## src/rtl/pc_sequencer.sv

```systemverilog
// pc_sequencer: fetch/decode/execute controller for the 8-bit program counter.
// Requests an instruction, waits for memory, decodes the 2-bit opcode, holds
// the ALU execute enable for EXEC_CYCLES, then issues one step pulse to the
// counter along with its jump controls.
//
// Ports:
//   CLK, RST          clock (posedge), synchronous active-high reset
//   START             level; leaves IDLE when high
//   INSTR_VALID       memory has INSTR ready (sampled in WAIT only)
//   INSTR[7:0]        instruction word
//   COND              branch flag, sampled in DECODE only
//   STALL             freezes EXEC and ADVANCE
//   FETCH_REQ         high throughout FETCH and WAIT
//   IR[7:0]           latched instruction
//   EXEC_EN           ALU execute enable
//   PC_ADVANCE        one-cycle step pulse to the counter
//   JMP, JMP_OFFSET   jump request/code, valid only with PC_ADVANCE
//   HALTED            in HALT state
//   FAULT             sticky memory-timeout flag
//   RETIRED[15:0]     saturating retired-instruction count
//
// Every output is a flop. Per-state levels (FETCH_REQ, EXEC_EN, HALTED) are
// registered from the next state, so they line up with the state cycle. The
// advance pulse is registered on the edge that leaves ADVANCE with STALL low,
// so it is visible in the first cycle of the following state.

module pc_sequencer #(
  parameter int unsigned EXEC_CYCLES = 2,
  parameter int unsigned WAIT_LIMIT  = 8
) (
  input  logic        CLK,
  input  logic        RST,
  input  logic        START,
  input  logic        INSTR_VALID,
  input  logic [7:0]  INSTR,
  input  logic        COND,
  input  logic        STALL,
  output logic        FETCH_REQ,
  output logic [7:0]  IR,
  output logic        EXEC_EN,
  output logic        PC_ADVANCE,
  output logic        JMP,
  output logic [1:0]  JMP_OFFSET,
  output logic        HALTED,
  output logic        FAULT,
  output logic [15:0] RETIRED
);

  localparam int unsigned INSTR_W = 8;
  localparam int unsigned WCNT_W  = 8;
  localparam int unsigned ECNT_W  = 4;
  localparam int unsigned RET_W   = 16;
  localparam int unsigned OFF_W   = 2;
  localparam int unsigned OP_W    = 2;

  localparam logic [OP_W-1:0]    OP_ALU  = 2'b00;
  localparam logic [OP_W-1:0]    OP_CJMP = 2'b01;
  localparam logic [OP_W-1:0]    OP_UJMP = 2'b10;
  localparam logic [INSTR_W-1:0] HALT_WORD = 8'hFF;
  localparam logic [RET_W-1:0]   RET_MAX   = 16'hFFFF;

  typedef enum logic [2:0] {
    S_IDLE,
    S_FETCH,
    S_WAIT,
    S_DECODE,
    S_EXEC,
    S_ADVANCE,
    S_HALT
  } state_t;

  state_t              state_q, state_d;
  logic [WCNT_W-1:0]   wait_cnt_q, wait_cnt_d;
  logic [ECNT_W-1:0]   exec_cnt_q, exec_cnt_d;
  logic                taken_q, taken_d;
  logic [OFF_W-1:0]    off_q, off_d;
  logic [INSTR_W-1:0]  ir_d;
  logic                fault_d;
  logic [RET_W-1:0]    retired_q, retired_d;
  logic                fetch_req_d;
  logic                exec_en_d;
  logic                pc_adv_d;
  logic                jmp_d;
  logic [OFF_W-1:0]    jmp_off_d;
  logic                halted_d;
  logic [OP_W-1:0]     opcode;

  assign opcode  = IR[7:6];
  assign RETIRED = retired_q;

  // Next-state and next-register values.
  always_comb begin
    state_d    = state_q;
    wait_cnt_d = wait_cnt_q;
    exec_cnt_d = exec_cnt_q;
    taken_d    = taken_q;
    off_d      = off_q;
    ir_d       = IR;
    fault_d    = FAULT;
    retired_d  = retired_q;
    pc_adv_d   = 1'b0;
    jmp_d      = 1'b0;
    jmp_off_d  = '0;

    case (state_q)
      S_IDLE: begin
        if (START) begin
          state_d = S_FETCH;
        end
      end

      S_FETCH: begin
        wait_cnt_d = '0;
        state_d    = S_WAIT;
      end

      S_WAIT: begin
        if (INSTR_VALID) begin
          ir_d    = INSTR;
          state_d = S_DECODE;
        end else begin
          wait_cnt_d = wait_cnt_q + WCNT_W'(1);
          // Counter is about to reach the limit: memory timed out.
          if (wait_cnt_q == WCNT_W'(WAIT_LIMIT - 1)) begin
            fault_d = 1'b1;
            state_d = S_HALT;
          end
        end
      end

      S_DECODE: begin
        case (opcode)
          OP_CJMP: taken_d = COND;
          OP_UJMP: taken_d = 1'b1;
          default: taken_d = 1'b0;
        endcase
        // Offset is zeroed for untaken ops so the pulse needs no masking.
        off_d = ((opcode == OP_UJMP) || ((opcode == OP_CJMP) && COND))
                ? IR[1:0] : OFF_W'(0);
        if (opcode == OP_ALU) begin
          exec_cnt_d = ECNT_W'(EXEC_CYCLES);
          state_d    = S_EXEC;
        end else begin
          state_d = S_ADVANCE;
        end
      end

      S_EXEC: begin
        if (!STALL) begin
          if (exec_cnt_q == ECNT_W'(1)) begin
            state_d = S_ADVANCE;
          end else begin
            exec_cnt_d = exec_cnt_q - ECNT_W'(1);
          end
        end
      end

      S_ADVANCE: begin
        if (!STALL) begin
          pc_adv_d  = 1'b1;
          jmp_d     = taken_q;
          jmp_off_d = off_q;
          retired_d = (retired_q == RET_MAX) ? retired_q
                                             : retired_q + RET_W'(1);
          state_d   = (IR == HALT_WORD) ? S_HALT : S_FETCH;
        end
      end

      S_HALT: begin
        state_d = S_HALT;
      end

      default: begin
        state_d = S_IDLE;
      end
    endcase

    fetch_req_d = (state_d == S_FETCH) || (state_d == S_WAIT);
    exec_en_d   = (state_d == S_EXEC);
    halted_d    = (state_d == S_HALT);
  end

  // State and output registers.
  always_ff @(posedge CLK) begin
    if (RST) begin
      state_q    <= S_IDLE;
      wait_cnt_q <= '0;
      exec_cnt_q <= '0;
      taken_q    <= 1'b0;
      off_q      <= '0;
      IR         <= '0;
      FAULT      <= 1'b0;
      retired_q  <= '0;
      FETCH_REQ  <= 1'b0;
      EXEC_EN    <= 1'b0;
      PC_ADVANCE <= 1'b0;
      JMP        <= 1'b0;
      JMP_OFFSET <= '0;
      HALTED     <= 1'b0;
    end else begin
      state_q    <= state_d;
      wait_cnt_q <= wait_cnt_d;
      exec_cnt_q <= exec_cnt_d;
      taken_q    <= taken_d;
      off_q      <= off_d;
      IR         <= ir_d;
      FAULT      <= fault_d;
      retired_q  <= retired_d;
      FETCH_REQ  <= fetch_req_d;
      EXEC_EN    <= exec_en_d;
      PC_ADVANCE <= pc_adv_d;
      JMP        <= jmp_d;
      JMP_OFFSET <= jmp_off_d;
      HALTED     <= halted_d;
    end
  end

endmodule

```

## config.mk

```make
export PLATFORM = sky130hd
export DESIGN_NAME = pc_sequencer
export DESIGN_NICKNAME = d
export VERILOG_FILES = /design/src/rtl/pc_sequencer.sv
export SDC_FILE = /design/constraint.sdc
export NUM_CORES = 1
export LEC_CHECK = 0
export BUFFER_PORTS_ARGS = -buffer_cell sky130_fd_sc_hd__buf_2
export CAP_MARGIN = 20
export CORE_ASPECT_RATIO = 0.9
export CORE_MARGIN = 10
export CORE_UTILIZATION = 50
export DETAILED_ROUTE_END_ITERATION = 6
export GPL_ROUTABILITY_DRIVEN = 1
export PLACE_DENSITY_LB_ADDON = 0.08
export SYNTH_ARGS = -nofsm -noshare
export SYNTH_HDL_FRONTEND = slang
export SYNTH_SLANG_ARGS = --single-unit
export TNS_END_PERCENT = 10
```

## constraint.sdc

```tcl
create_clock -name CLK -period 4.3 [get_ports CLK]
set_input_delay 0.86 -clock CLK [delete_from_list [all_inputs] [get_ports CLK]]
set_output_delay 0.86 -clock CLK [all_outputs]
set_load 0.05 [all_outputs]
```

### Word level (Yosys, flattened, before mapping)

Index checks and enable logic that the tools add are counted.

| storage, ports and cells | value |
|---|---|
| bits in registers | 50 |
| input port bits | 14 |
| output and inout port bits | 32 |
| word-level logic and storage cells | 73 |

| cells by class | value |
|---|---|
| add/subtract/negate cells | 3 |
| eq/ne operators | 20 |
| mux-type cells | 18 |
| bitwise operators | 4 |
| reduce and logical (&&, ||, !) cells | 14 |

Operators with widths:

| kind | count |
|---|---|
| two-way mux 3 bit | 7 |
| case mux 3 bit (7 select lines) | 1 |
| adder 16 x 1 -> 16 bit, second input constant | 1 |
| == test 16 bit, second input constant | 1 |
| case mux 8 bit (2 select lines) | 1 |
| == test 3 bit, second input constant | 5 |
| two-way mux 4 bit | 3 |
| == test 3 x 2 -> 1 bit, second input constant | 3 |
| adder 8 x 1 -> 8 bit, second input constant | 1 |
| == test 8 x 3 -> 1 bit, second input constant | 1 |
| == test 8 bit, second input constant | 1 |
| two-way mux 8 bit | 1 |
| != test 2 bit, second input constant | 4 |
| case mux 4 bit (2 select lines) | 1 |
| == test 3 x 1 -> 1 bit, second input constant | 2 |
| AND reduction 3 bit | 2 |
| == test 4 x 1 -> 1 bit, second input constant | 1 |
| inverter 1 bit | 4 |
| AND reduction 2 bit | 2 |
| AND reduction 4 bit | 1 |
| nonzero test 2 bit | 2 |
| subtractor 4 x 1 -> 4 bit, second input constant | 1 |
| logical NOT 3 bit | 1 |
| OR reduction 3 bit | 1 |
| 9 further kinds | 11 |

### Longest topological paths before layout

| depth | value |
|---|---|
| depth in word-level cells | 6 |
| depth in mapped cells | 6 |
| depth with buffers taken out | 6 |

### Worst setup path before layout

No wires, ideal clock.

| timing path | value |
|---|---|
| kind | input-to-reg |
| start point | input port STALL |
| end point | register retired_q[14], in the netlist RETIRED[14] |
| library setup time | 0.070 ns |
| arrival | 2.167 ns |
| required time | 4.230 ns |
| path slack | 2.062 ns |
| stages | 5 |
| path buffers | 1 |
| cells stage by stage | nand4bb_1 > buf_2 > or3_4 > or4_1 > a21oi_1 |

| between the ends | value |
|---|---|
| cells in the longest elaborated chain, start to end | 2 |

Ends and longest elaborated chain:

| what | line | RTL |
|---|---|---|
| start, declared | 37 | `input logic STALL,` |
| inverter 1 bit (no source line) | n/a |  |
| AND reduction 3 bit (no source line) | n/a |  |
| end signal, assigned | 208 | `retired_q <= retired_d;` |
| end, declared | 79 | `logic [RET_W-1:0] retired_q, retired_d;` |

Every way passes these cells.
A chain may end at the register's enable or synchronous reset.

### Final worst setup path

| timing path | value |
|---|---|
| start point | input port STALL |
| end point | register retired_q[15], in the netlist RETIRED[15] |

The elaborated chain is that of the path after synthesis.

==> out/qor.csv <==
stage,metric,value,unit
synth,ys_top_cells_by_count,"dfxtp_1 (50), a21oi_1 (30), nand2_1 (23)",
final_layout,syn_to_final_growth,15.0,%
floorplan,std_cell_rows,23,
critical_path,slowest_stage,or4_1,
synth,yosysUniqueCellTypes,48,
synth,ys_seq_elements,50,
critical_path,crit_family,simple AND/OR/NAND/NOR gates,
power_and_ir_drop,power.switching,0.000238,W
critical_path,rrSetupSlack,1.84,ns
power_and_ir_drop,p_sw_share,26.2,%
synth,yosys_warnings,0,
timing,fin_crit_sh,57.8,%
critical_path,max_stage_delay,0.71,ns
floorplan,initial_core_util,52.7,%
global_routing,antenna_found_initial,0,
critical_path,endpoint_kind,flip-flop,
synth,post-synth-top-count-cell,dfxtp_1,
clocking,insertion_delay,0.30,ns
clocking,root_buffer,clkbuf_8,
route,routed_wl,5590,microns
synth,async_reset_ff_share,0,%
power_and_ir_drop,ir_worst_vdd,0.201,mV
critical_path,critPathCapture,RETIRED[15]$_SDFFE_PP0P_,
synth,ys_top_cells_by_area,"dfxtp_1 (42%), a21oi_1 (6.3%), ha_1 (4.2%)",
clocking,cts_buffers,5,
clocking,cts_setup_buffers,0,
route,drtAntennaViolNets,0,
floorplan,die_w,92.7,microns
clocking,cts_sinks,50,
power_and_ir_drop,p_seq_share,54.1,%
final_layout,nets,339,
critical_path,crit_required,4.53,ns
synth,ys.flop_type,dfxtp_1,
timing,fin_crit,2.49,ns
global_routing,gr-usage-all-layers,14.2,%
critical_path,rr_endpoint,RETIRED[15]$_SDFFE_PP0P_,
route,routed_via_density,5.68,
status,status,"finished, final reports clean",
critical_path,crit_chain,buf_2 > nand4bb_1 > or4_1 > or4_1 > a21oi_1,
power_and_ir_drop,design_power_total,0.000907,W
global_routing,grt_max_degree,41,
timing,fmax,402,MHz
floorplan,core,0.00452,sq mm
clocking,cts.clk_slew.worst_paths,0.08,ns
power_and_ir_drop,p_leak,1.01,nW
place,dp_hpwl,4060,microns
power_and_ir_drop,p_per_area,331,mW/mm^2
global_routing,grt_overflow_total,0,
floorplan,die_h,85.5,microns
power_and_ir_drop,power_frac_comb,11.4,%
critical_path,reg2reg_depth,4,
route,wl_per_cell,14.7,microns
place,dpl.cell_count,372,
critical_path,worst_path_most_repeated_cell,or4_1,
clocking,cts_max_level,2,
place,gp_congestion,0.809,
final_layout,instances_no_fill,380,
critical_path,reg2reg_from,state_q[2]$_SDFF_PP0_,
timing,drv_slew,0,
worst_hold_path,hold_path.class,flip-flop to flip-flop,
synth,synth_edf_count,0,
power_and_ir_drop,clkPwrFrac,34.5,%
floorplan,ios,46,
critical_path,criticalPathCategory,input pin to flip-flop,
clocking,hold_buffers,0,
critical_path,critPathArrivalTime,2.72,ns
route,drt-initial-drc-count,147,
global_routing,grt_pass1_wl,9410,microns
timing,rsz0062_at_grt,false,
synth,syn_area,0.00238,sq mm
timing,worst_pin_slew,0.736,ns
clocking,tritoncts,done,
timing,final_hold_viol_count,0,
clocking,cts_resized,0,
timing,setup_tns,0,ns
flow_run,drv_cap,0,
power_and_ir_drop,internal_power,0.000669,W
synth,ys_seq_area_share,42.0,%
synth,yosysTopAreaCellShare,42.0,%
timing,relSlewSlack,50.9,%
synth,avgSynthCellArea,8.63,sq um
final_layout,drive_gt1_share,19.5,%
final_layout,diodes,0,
timing,finalSetupViolations,0,
synth,postSynthCellCount,276,
synth,synth_top_area_cell,dfxtp_1,
route,num_vias,2160,
critical_path,path_max_fanout,11,
critical_path,startpoint,STALL,
route,dr.pass1.iters,4,
critical_path,start_kind,input pin,
timing,skew,0.00402,ns
floorplan,die_area,0.00793,sq mm
route,drc_errors,0,
synth,synth_nets,298,
place,io_buffers,45,
critical_path,worst-path-buf-inv,1,
critical_path,cp_num_cells,5,
global_routing,grt_pass1_vias,1985,
clocking,clock_path_buffers,2,
-- per-layer routing --
layer  track usage [%]  vias to the layer above  share of wire [%]
li1                  -                     1099                  -
met1              19.7                     1007                 52
met2              20.4                       50                 40
met3              5.02                        4                6.4
met4              3.78                        0                1.0
met5                 0                        -                  0
-- cell families (layout without fill, tap and decap cells) --
group	after synthesis	count (layout)	share of synthesized area [%]
buffers and inverters	25	67	4.68
AO/OA/AOI/OAI	73	73	20.1
flip-flops	50	50	42.0
AND/OR/NAND/NOR	114	114	26.7
multiplexers	1	1	0.420
adder cells (fa/ha/maj)	8	8	4.20
XOR/XNOR	5	5	1.84
-- metrics by stage --
step | worst slack [ns] | instance area (sq um) | util [%] | hold slack [ns]
3_5_place_dp | 1.52 | 2630 | 58.2 | 0.464
5_1_grt | 1.68 | 2740 | 60.6 | 0.504
2_1_floorplan | 2.06 | 2380 | - | 0.453
4_1_cts | 1.84 | 2740 | 60.6 | 0.476
6_report | 1.81 | 2740 | 60.6 | 0.476
3_3_place_gp | 1.56 | 2630 | 58.2 | 0.460
-- final cells by class --
class	instances	area (sq um)
fillers	421	1780
multi-input cells	201	1270
flip-flops and latches	50	1000
repair buffers	46	233
clock buffers	8	110
well taps	62	77.6
inverters	13	48.8
-- power groups by stage --
| stage | Combinational [W] | Sequential, W | Clock [W] |
|---|---|---|---|
| 3_3_place_gp | 0.000103 | 0.000501 | 0 |
| 4_1_cts | 0.000104 | 0.000491 | 0.000321 |
| 3_5_place_dp | 0.000103 | 0.000502 | 0 |
| 5_1_grt | 0.000116 | 0.000493 | 0.000341 |
| 2_1_floorplan | 0.0000676 | 0.000513 | 0 |
| 6_report | 0.000103 | 0.000491 | 0.000313 |
-- flip-flops by register name (all words and copies together) (netlist names) --
name,count
state_q,3
exec_cnt_q,4
JMP_OFFSET,2
taken_q,1
JMP,1
EXEC_EN,1
FETCH_REQ,1
IR,8
PC_ADVANCE,1
HALTED,1
FAULT,1
RETIRED,16
wait_cnt_q,8
off_q,2
-- how the worst min path moves through the flow --
stage / startpoint / to / slack, ns / depth (start not counted)
4_1_cts: IR[5]$_SDFFE_PP0P_ / IR[5]$_SDFFE_PP0P_ / 0.48 / 2
6_report: IR[5]$_SDFFE_PP0P_ / IR[5]$_SDFFE_PP0P_ / 0.48 / 2
2_1_floorplan: taken_q$_SDFFE_PP0P_ / JMP$_SDFF_PP0_ / 0.45 / 1
3_5_place_dp: IR[5]$_SDFFE_PP0P_ / IR[5]$_SDFFE_PP0P_ / 0.46 / 2
5_1_grt: off_q[1]$_SDFFE_PP0P_ / JMP_OFFSET[1]$_SDFF_PP0_ / 0.50 / 1
3_3_place_gp: FAULT$_SDFFE_PP0P_ / FAULT$_SDFFE_PP0P_ / 0.46 / 2
-- tightest hold or removal path, cell delays in order, from the launching register on --
cell,delay [ns]
dfxtp_1,0.33
nand2_1,0.05
a21oi_1,0.05
-- placed cells by master, fill, tap and decap left out, types with 2 or more instances in the layout --
cell type  synthesis  layout
inv_1             13      13
nor4_1             3       3
nor2b_1            3       3
nand3b_1           3       3
nor3_1             5       5
nand3_1           10      10
o31ai_1           11      11
clkbuf_8           0       8
nor3b_1            2       2
ha_1               8       8
or2_2              2       2
xnor2_1            5       5
buf_2              2      45
or3_1              4       4
nand2b_1           3       3
a21oi_1           30      30
a2111oi_2          2       2
nand2_1           23      23
a2111oi_1          2       2
nand4_1            7       7
a211oi_1           5       5
dfxtp_1           50      50
o211ai_1           2       2
a22oi_1            3       3
o21ai_0            8       8
o21a_1             3       3
and2_1             2       2
or4_1             12      12
nor2_1            22      22
and3_1             4       4
Note: power is estimated with default switching activity, not from simulation.
